File: config.mk
export PLATFORM = sky130hd
export DESIGN_NAME = mul_div_seq
export DESIGN_NICKNAME = d
export VERILOG_FILES = /design/src/rtl/mul_div_seq_pkg.sv /design/src/rtl/mul_div_step.sv /design/src/rtl/mul_div_seq.sv
export SDC_FILE = /design/constraint.sdc
export NUM_CORES = 1
export LEC_CHECK = 0
export CORE_UTILIZATION = 40
export CTS_CLUSTER_SIZE = 16
export DETAILED_ROUTE_END_ITERATION = 8
export PLACE_DENSITY_LB_ADDON = 0.08
export REMOVE_ABC_BUFFERS = 1
export SKIP_LAST_GASP = 1
export SYNTH_ARGS = -nofsm -noshare
export SYNTH_HDL_FRONTEND = slang
export SYNTH_SLANG_ARGS = --single-unit
File: constraint.sdc
create_clock -name clk -period 13.06 [get_ports clk]
set_clock_uncertainty 0.1 [all_clocks]
set_input_delay 3.265 -clock clk [delete_from_list [all_inputs] [get_ports clk]]
set_output_delay 3.265 -clock clk [all_outputs]
set_load 0.01 [all_outputs]
File: src/rtl/mul_div_seq_pkg.sv
// Shared state encodings and opcode constants for the sequential multiply/divide unit.
package mul_div_seq_pkg;

   typedef enum logic [1:0] {
      IDLE = 2'd0,
      RUN  = 2'd1,
      FIX  = 2'd2,
      DONE = 2'd3
   } state_t;

   localparam logic OP_MUL = 1'b0;
   localparam logic OP_DIV = 1'b1;

endpackage

File: src/rtl/mul_div_step.sv
// One iteration of either shift-add multiply (MSB-first) or restoring division,
// operating on unsigned magnitudes.
module mul_div_step
   import mul_div_seq_pkg::*;
#(
   parameter int WIDTH = 32
) (
   input  logic               op,
   input  logic [2*WIDTH-1:0] accIn,
   input  logic [WIDTH:0]     remIn,
   input  logic               opBit,
   input  logic [WIDTH-1:0]   operand,
   output logic [2*WIDTH-1:0] accOut,
   output logic [WIDTH:0]     remOut,
   output logic               qBit
);

   logic [WIDTH+1:0] shifted;
   logic [WIDTH+1:0] diff;

   // Multiply doubles the accumulator and adds the multiplicand when the current
   // multiplier bit is set. Divide shifts the next dividend bit into the partial
   // remainder and keeps the trial subtraction only when it does not go negative.
   always_comb begin
      accOut  = accIn;
      remOut  = remIn;
      qBit    = 1'b0;
      shifted = {remIn, opBit};
      diff    = shifted - {2'b00, operand};
      if (op == OP_MUL) begin
         accOut = {accIn[2*WIDTH-2:0], 1'b0} +
                  (opBit ? {{WIDTH{1'b0}}, operand} : {(2*WIDTH){1'b0}});
      end else begin
         qBit   = ~diff[WIDTH+1];
         remOut = qBit ? diff[WIDTH:0] : shifted[WIDTH:0];
      end
   end

endmodule

File: src/rtl/mul_div_seq.sv
// Iterative signed multiply/divide, one bit per clock, fixed latency of WIDTH+2
// edges; writes the Z register through Result/ZIn.
module mul_div_seq
   import mul_div_seq_pkg::*;
#(
   parameter int WIDTH = 32
) (
   input  logic               clk,
   input  logic               clr,
   input  logic               start,
   input  logic               op,
   input  logic [WIDTH-1:0]   A,
   input  logic [WIDTH-1:0]   B,
   output logic [2*WIDTH-1:0] Result,
   output logic               ZIn,
   output logic               done,
   output logic               busy,
   output logic               div_zero
);

   localparam int CW = $clog2(WIDTH);

   state_t               state;
   logic [CW-1:0]        count;
   logic                 opReg;
   logic                 signA;
   logic                 signB;
   logic [WIDTH-1:0]     magA;
   logic [WIDTH-1:0]     magB;
   logic [WIDTH-1:0]     shiftReg;
   logic [WIDTH-1:0]     quot;
   logic [2*WIDTH-1:0]   acc;
   logic [WIDTH:0]       rem;

   logic [WIDTH-1:0]     absA;
   logic [WIDTH-1:0]     absB;
   logic [WIDTH-1:0]     operand;
   logic [2*WIDTH-1:0]   accNext;
   logic [WIDTH:0]       remNext;
   logic                 qBit;

   logic                 negRes;
   logic [2*WIDTH-1:0]   prodFix;
   logic [WIDTH-1:0]     quotFix;
   logic [WIDTH-1:0]     remFix;
   logic [WIDTH-1:0]     origA;

   assign absA    = A[WIDTH-1] ? (~A + 1'b1) : A;
   assign absB    = B[WIDTH-1] ? (~B + 1'b1) : B;
   assign operand = (opReg == OP_MUL) ? magA : magB;

   mul_div_step #(.WIDTH(WIDTH)) step (
      .op      (opReg),
      .accIn   (acc),
      .remIn   (rem),
      .opBit   (shiftReg[WIDTH-1]),
      .operand (operand),
      .accOut  (accNext),
      .remOut  (remNext),
      .qBit    (qBit)
   );

   // Sign fix-up: product and quotient follow sign(A) XOR sign(B), the remainder
   // follows the dividend, and the original A is rebuilt from its magnitude for
   // the divide-by-zero result.
   always_comb begin
      negRes  = signA ^ signB;
      prodFix = negRes ? (~acc + 1'b1) : acc;
      quotFix = negRes ? (~quot + 1'b1) : quot;
      remFix  = signA ? (~rem[WIDTH-1:0] + 1'b1) : rem[WIDTH-1:0];
      origA   = signA ? (~magA + 1'b1) : magA;
   end

   // Control FSM with registered outputs. The shift register feeds operand bits
   // MSB first: the multiplier for MUL, the dividend for DIV.
   always_ff @(posedge clk or posedge clr) begin
      if (clr) begin
         state    <= IDLE;
         count    <= '0;
         opReg    <= OP_MUL;
         signA    <= 1'b0;
         signB    <= 1'b0;
         magA     <= '0;
         magB     <= '0;
         shiftReg <= '0;
         quot     <= '0;
         acc      <= '0;
         rem      <= '0;
         Result   <= '0;
         ZIn      <= 1'b0;
         done     <= 1'b0;
         busy     <= 1'b0;
         div_zero <= 1'b0;
      end else begin
         case (state)
            IDLE: begin
               if (start) begin
                  state    <= RUN;
                  busy     <= 1'b1;
                  count    <= '0;
                  opReg    <= op;
                  signA    <= A[WIDTH-1];
                  signB    <= B[WIDTH-1];
                  magA     <= absA;
                  magB     <= absB;
                  shiftReg <= (op == OP_MUL) ? absB : absA;
                  quot     <= '0;
                  acc      <= '0;
                  rem      <= '0;
                  div_zero <= (op == OP_DIV) && (B == '0);
               end
            end
            RUN: begin
               acc      <= accNext;
               rem      <= remNext;
               quot     <= {quot[WIDTH-2:0], qBit};
               shiftReg <= {shiftReg[WIDTH-2:0], 1'b0};
               count    <= count + 1'b1;
               if (count == CW'(WIDTH-1)) state <= FIX;
            end
            FIX: begin
               if (opReg == OP_MUL)   Result <= prodFix;
               else if (div_zero)     Result <= {origA, {WIDTH{1'b1}}};
               else                   Result <= {remFix, quotFix};
               done  <= 1'b1;
               ZIn   <= 1'b1;
               state <= DONE;
            end
            DONE: begin
               done  <= 1'b0;
               ZIn   <= 1'b0;
               busy  <= 1'b0;
               state <= IDLE;
            end
            default: state <= IDLE;
         endcase
      end
   end

endmodule

# Word-level counts from Yosys, hierarchy flattened
# Index checks and enable logic that the tools add are counted.
[word_totals] reg_bits=302 latchBits=0 mem_bits_rw=0 romBits=0 out_inout_bits=68 elab_cells=83 memories=0
[op_classes] n_addsub=9 mul=0 n_div=0 order_cmp=0 n_eq_ne=8 shifts=0 muxes=31 n_bitwise=8 reduce_logical=12
[ops] op="32-bit 2-to-1 mux" n=10
[ops] op="64-bit 2-to-1 mux" n=5
[ops] op="32-bit by 1-bit adder with 32-bit output (second input constant)" n=5
[ops] op="32-bit inverter" n=5
[ops] op="32-bit case mux with 2 select lines" n=2
[ops] op="64-bit case mux with 2 select lines" n=1
[ops] op="33-bit 2-to-1 mux" n=3
[ops] op="33-bit case mux with 2 select lines" n=1
[ops] op="64-bit by 1-bit adder with 64-bit output (second input constant)" n=1
[ops] op="64-bit adder" n=1
[ops] op="64-bit inverter" n=1
[ops] op="34-bit by 32-bit subtractor with 34-bit output" n=1
[ops] op="32-bit logical NOT" n=1
[ops] op="5-bit case mux with 2 select lines" n=1
[ops] op="2-bit inequality test (second input constant)" n=4
[ops] op="2-bit case mux with 4 select lines" n=1
[ops] op="2-bit AND reduction" n=4
[ops] op="3-bit AND reduction" n=2
[ops] op="2-bit nonzero test" n=3
[ops] op="5-bit by 1-bit adder with 5-bit output (second input constant)" n=1
[ops] op="5-bit equality test (second input constant)" n=1
[ops] op="5-bit 2-to-1 mux" n=1
[ops] op="2-bit equality test (second input constant)" n=2
[ops] op="2-bit 2-to-1 mux" n=2
[ops] op="other kinds (7)" n=9

# Depth between registers and ports, before layout
[depth] depth_word=6 depth_mapped=18 ltp_nobuf=13

# By module
# From an unflattened synthesis, not the netlist that was laid out.
[hier_totals] hier_cells=2729 area_unflattened_um2=22718.0
[by_module_without_submodules] module="mul_div_seq" n_inst=1 cells_each=1851 area_each_um2=17214.0 seq_area_each_um2=7557.2
[by_module_without_submodules] module="mul_div_step" n_inst=1 cells_each=878 area_each_um2=5504.0 seq_area_each_um2=0.0

# Least setup slack after synthesis
# OpenSTA, ideal clock, no wires.
[synth_path] kind="input-to-reg" startpoint="in B[6]" endpoint="reg shiftReg[27]" t_arrival_ns=5.561 required_time_ns=12.883 setup_slack_ns=7.322 stages=9 cell_sequence="or4_4 -> or4_1 -> buf_2 -> or3_1 -> nand2b_4 -> o21ai_0 -> xor2_1 -> mux2_2 -> a21oi_1"
[synth_between] elab_chain_cells=6
[synth_rtl] item="start: declaration" line_no="mul_div_seq.sv:13" rtl="input logic [WIDTH-1:0] B,"
[synth_rtl] item="32-bit inverter" line_no="mul_div_seq.sv:49" rtl="assign absB = B[WIDTH-1] ? (~B + 1'b1) : B;"
[synth_rtl] item="32-bit by 1-bit adder with 32-bit output" line_no="mul_div_seq.sv:49"
[synth_rtl] item="32-bit 2-to-1 mux" line_no="mul_div_seq.sv:49"
[synth_rtl] item="32-bit 2-to-1 mux" line_no="mul_div_seq.sv:106" rtl="shiftReg <= (op == OP_MUL) ? absB : absA;"
[synth_rtl] item="32-bit 2-to-1 mux" line_no="mul_div_seq.sv:97" rtl="if (start) begin"
[synth_rtl] item="32-bit case mux with 2 select lines" line_no="mul_div_seq.sv:95" rtl="case (state)"
[synth_rtl] item="end signal: assignment" line_no="mul_div_seq.sv:106"
[synth_rtl] item="end signal: assignment" line_no="mul_div_seq.sv:117" rtl="shiftReg <= {shiftReg[WIDTH-2:0], 1'b0};"
[synth_rtl] item="end: declaration" line_no="mul_div_seq.sv:30" rtl="logic [WIDTH-1:0] shiftReg;"
# No other way between the ends. The select of a mux whose other input is x is not followed.
# A chain may end at the register's enable or synchronous reset.

# Worst setup path after layout
[layout_path] startpoint="in B[5]" endpoint="reg shiftReg[29]"
# The elaborated chain is that of the path after synthesis.

==> results by group <==
Outcome
  – Run status: completed

Timing
  – Fin crit share: 0.458
  – Setup ws final: 7.07 ns
  – Worst-Margin Slew: 1.12 ns
  – Slew HR: 0.253
  – Hold slack: 0.376 ns
  – # setup viols final: 0
  – Setup TNS: 0 ns
  – Final Hold Fails: 0
  – RSZ-0062 raised after global routing: no
  – Max Fclk: 0.167 GHz
  – Final Max Tran Viols: 0
  – Final min period: 5.99 ns

Global routing
  – Gr ovfl total: 0
  – Antenna violations before repair: 0
  – Via count of the first global-routing pass: 19.2k
  – Largest net degree at the start of global routing: 104
  – GRT Total Usage: 0.251
  – First-pass GRT wire length: 112000 um

Cells and area
  – ANT cells: 0
  – Final Non-Filler Cells: 3476
  – Fin nets: 2854
  – Proportion of layout cells with a drive suffix above 1: 0.0588
  – P&R area growth vs syn: 14.9%

Synthesis
  – Gate Count Post-Synth: 2687
  – Register area share after synthesis: 0.340
  – EDFF count, synth: 0
  – Synth top area share: 0.340
  – Synthesis-stage register bit count: 302
  – Unique masters post-synth: 81
  – Commonest cells post-synth: 315 x nand2_1, 302 x dfrtp_1, 247 x o21ai_0
  – Post-Syn Area: 0.0222 mm^2
  – Most common cell in the netlist: nand2_1
  – Synth warn: 0
  – Top cells by area, synth: dfrtp_1 34%, xnor2_1 5.6%, o21ai_0 5.6%, nand2_1 5.3%, xor2_1 5.3%
  – Mean Syn Cell Area: 8.26 um^2
  – Synth Flop Type: dfrtp_1
  – Synth area leader: dfrtp_1
  – Synth async-reset ratio: 1.00

Worst setup path
  – Worst path cell trace: clkdlybuf4s50_1 > or4_4 > or4_1 > or3_1 > nand2b_4 > o41ai_4 > xnor2_1 > a222oi_1 > o21ai_1
  – Critical-path top delay cell: or4_1
  – Critical path startpoint category: input port
  – Max incr delay on CP: 0.63 ns
  – Crit path capture type: flip-flop
  – Crit path arrival time: 6.30 ns
  – Kind of critical path: in -> reg
  – CP max FO: 8
  – Worst EP required: 13.38 ns

Clock network
  – Post-CTS sizing: 0
  – Clock sinks: 302
  – CTS tree: yes
  – Root Buffer: clkbuf_16
  – H-Tree Depth: 2
  – CTS Buffer Depth: 3
  – # hold bufs at CTS: 0
  – Clock Latency Late Sink: 0.57 ns
  – Number of setup buffers added after CTS: 0
  – Clk slew on worst S/H paths: 0.06 ns
  – Total CTS buffers: 39

Routing
  – Drt via density: 5.75
  – Post-Route WL: 71400 um
  – Via count: 20.0k
  – Initial DRC count: 1493
  – Drt wl/cell: 20.6 um
  – ANT nets after route: 0
  – Pre-antenna DRT Iters: 6
  – # DRC: 0

Power and ir drop
  – PD cells: 308 mW/mm^2
  – Leakage Power: 10.8 nW
  – Switching share of power: 0.493
  – Sequential power share: 0.217
  – Cell internal pwr: 3.98 mW
  – Sw power: 3.87 mW
  – Peak supply drop: 0.000121 V
  – Clock power share: 0.159
  – Gate power share: 0.623
  – Design Power: 7.85 mW

Flow run
  – Max-cap violation count: 0

Floorplan
  – Die X: 238 um
  – Starting Density: 0.408
  – Core ar.: 0.0543 mm^2
  – Row count: 85
  – Die height: 238 um
  – Number of primary I/O pins: 136
  – Die ar.: 0.0564 mm^2

Placed design
  – Dpl hpwl: 52600 um
  – DP Cell Count: 3405
  – Gp weighted congestion: 0.921
  – DP Worst Slack: 6.50 ns
  – Port bufs: 135

Min path
  – Hold WC Path Type: reg -> reg
final cells by class:
| cell class | count | area (um^2) |
|---|---|---|
| fill | 5377 | 28800 |
| timing repair buffer | 165 | 1570 |
| multi-input combinational | 2119 | 13700 |
| clock inverter | 22 | 372 |
| inverter | 80 | 308 |
| sequential | 302 | 7560 |
| tap | 739 | 925 |
| clock buffer | 49 | 1100 |
sequential cells by signal (all words and copies together), names as in the netlist, 2 cells and up:
register  flops
magB         32
Result       64
quot         32
count         5
shiftReg     32
acc          64
state         2
magA         32
rem          33
cell usage in the layout, fill, tap and decap left out, drive strengths merged, types with 50 or more instances in the layout:
master	instances
a21oi	186
clkdlybuf4s50	134
dfrtp	302
ha	77
inv	81
mux2i	72
nand2	317
nand3	92
nor2	195
o21ai	256
o31ai	50
xnor2	142
xor2	135
worst max-delay path, delay by kind of cell:
family | cells | cell delay (ns)
AO/OA/AOI/OAI | 3 | 0.58
XOR/XNOR | 1 | 0.13
buffers and inverters | 1 | 0.47
AND/OR/NAND/NOR | 4 | 1.87
final timing paths:
| check | slack [ns] | to | start | cells after the start |
|---|---|---|---|---|
| max | 7.07 | shiftReg[29]$_DFFE_PP0P_ | B[5] | 9 |
| max in group asynchronous | 7.82 | Result[25]$_DFFE_PP0P_ | clr | 4 |
| min in group asynchronous | 3.07 | shiftReg[2]$_DFFE_PP0P_ | clr | 2 |
| min | 0.38 | magB[6]$_DFFE_PP0P_ | magB[6]$_DFFE_PP0P_ | 2 |
| min reg2reg | 0.38 | magB[6]$_DFFE_PP0P_ | magB[6]$_DFFE_PP0P_ | 2 |
| max reg2reg | 7.98 | acc[59]$_DFFE_PP0P_ | opReg$_DFFE_PP0P_ | 13 |
per-stage QoR:
stage,instance area [um^2],utilization
final,25500,0.469
after global routing,25500,0.469
after CTS,25500,0.469
after detailed placement,24000,0.442
after global placement,24000,0.442
after floorplan,21500,-
power groups by stage:
stage | Sequential (mW) | Clock [mW] | Combinational, mW
final | 1.71 | 1.25 | 4.89
after global placement | 1.70 | 0 | 4.81
after floorplan | 1.67 | 0 | 3.33
after detailed placement | 1.72 | 0 | 4.85
after global routing | 1.76 | 1.30 | 5.39
after CTS | 1.70 | 1.27 | 4.88
cells by family after synthesis:
logic type,share of synthesized area
and+or+nand+nor,0.194
xor gates and xnor gates,0.109
muxes,0.0391
adders and majority gates,0.0452
buffers and inverters,0.0464
AOI/OAI and AO/OA,0.225
DFF,0.340
per-layer routing:
layer | GRT usage | vias up | wire length, um
li1 | - | 9727 | -
met1 | 0.358 | 9622 | 34200
met2 | 0.397 | 549 | 32100
met3 | 0.0315 | 93 | 3240
met4 | 0.0725 | 0 | 1870
met5 | 0 | - | 0
Note: power is estimated with default switching activity, not from simulation.
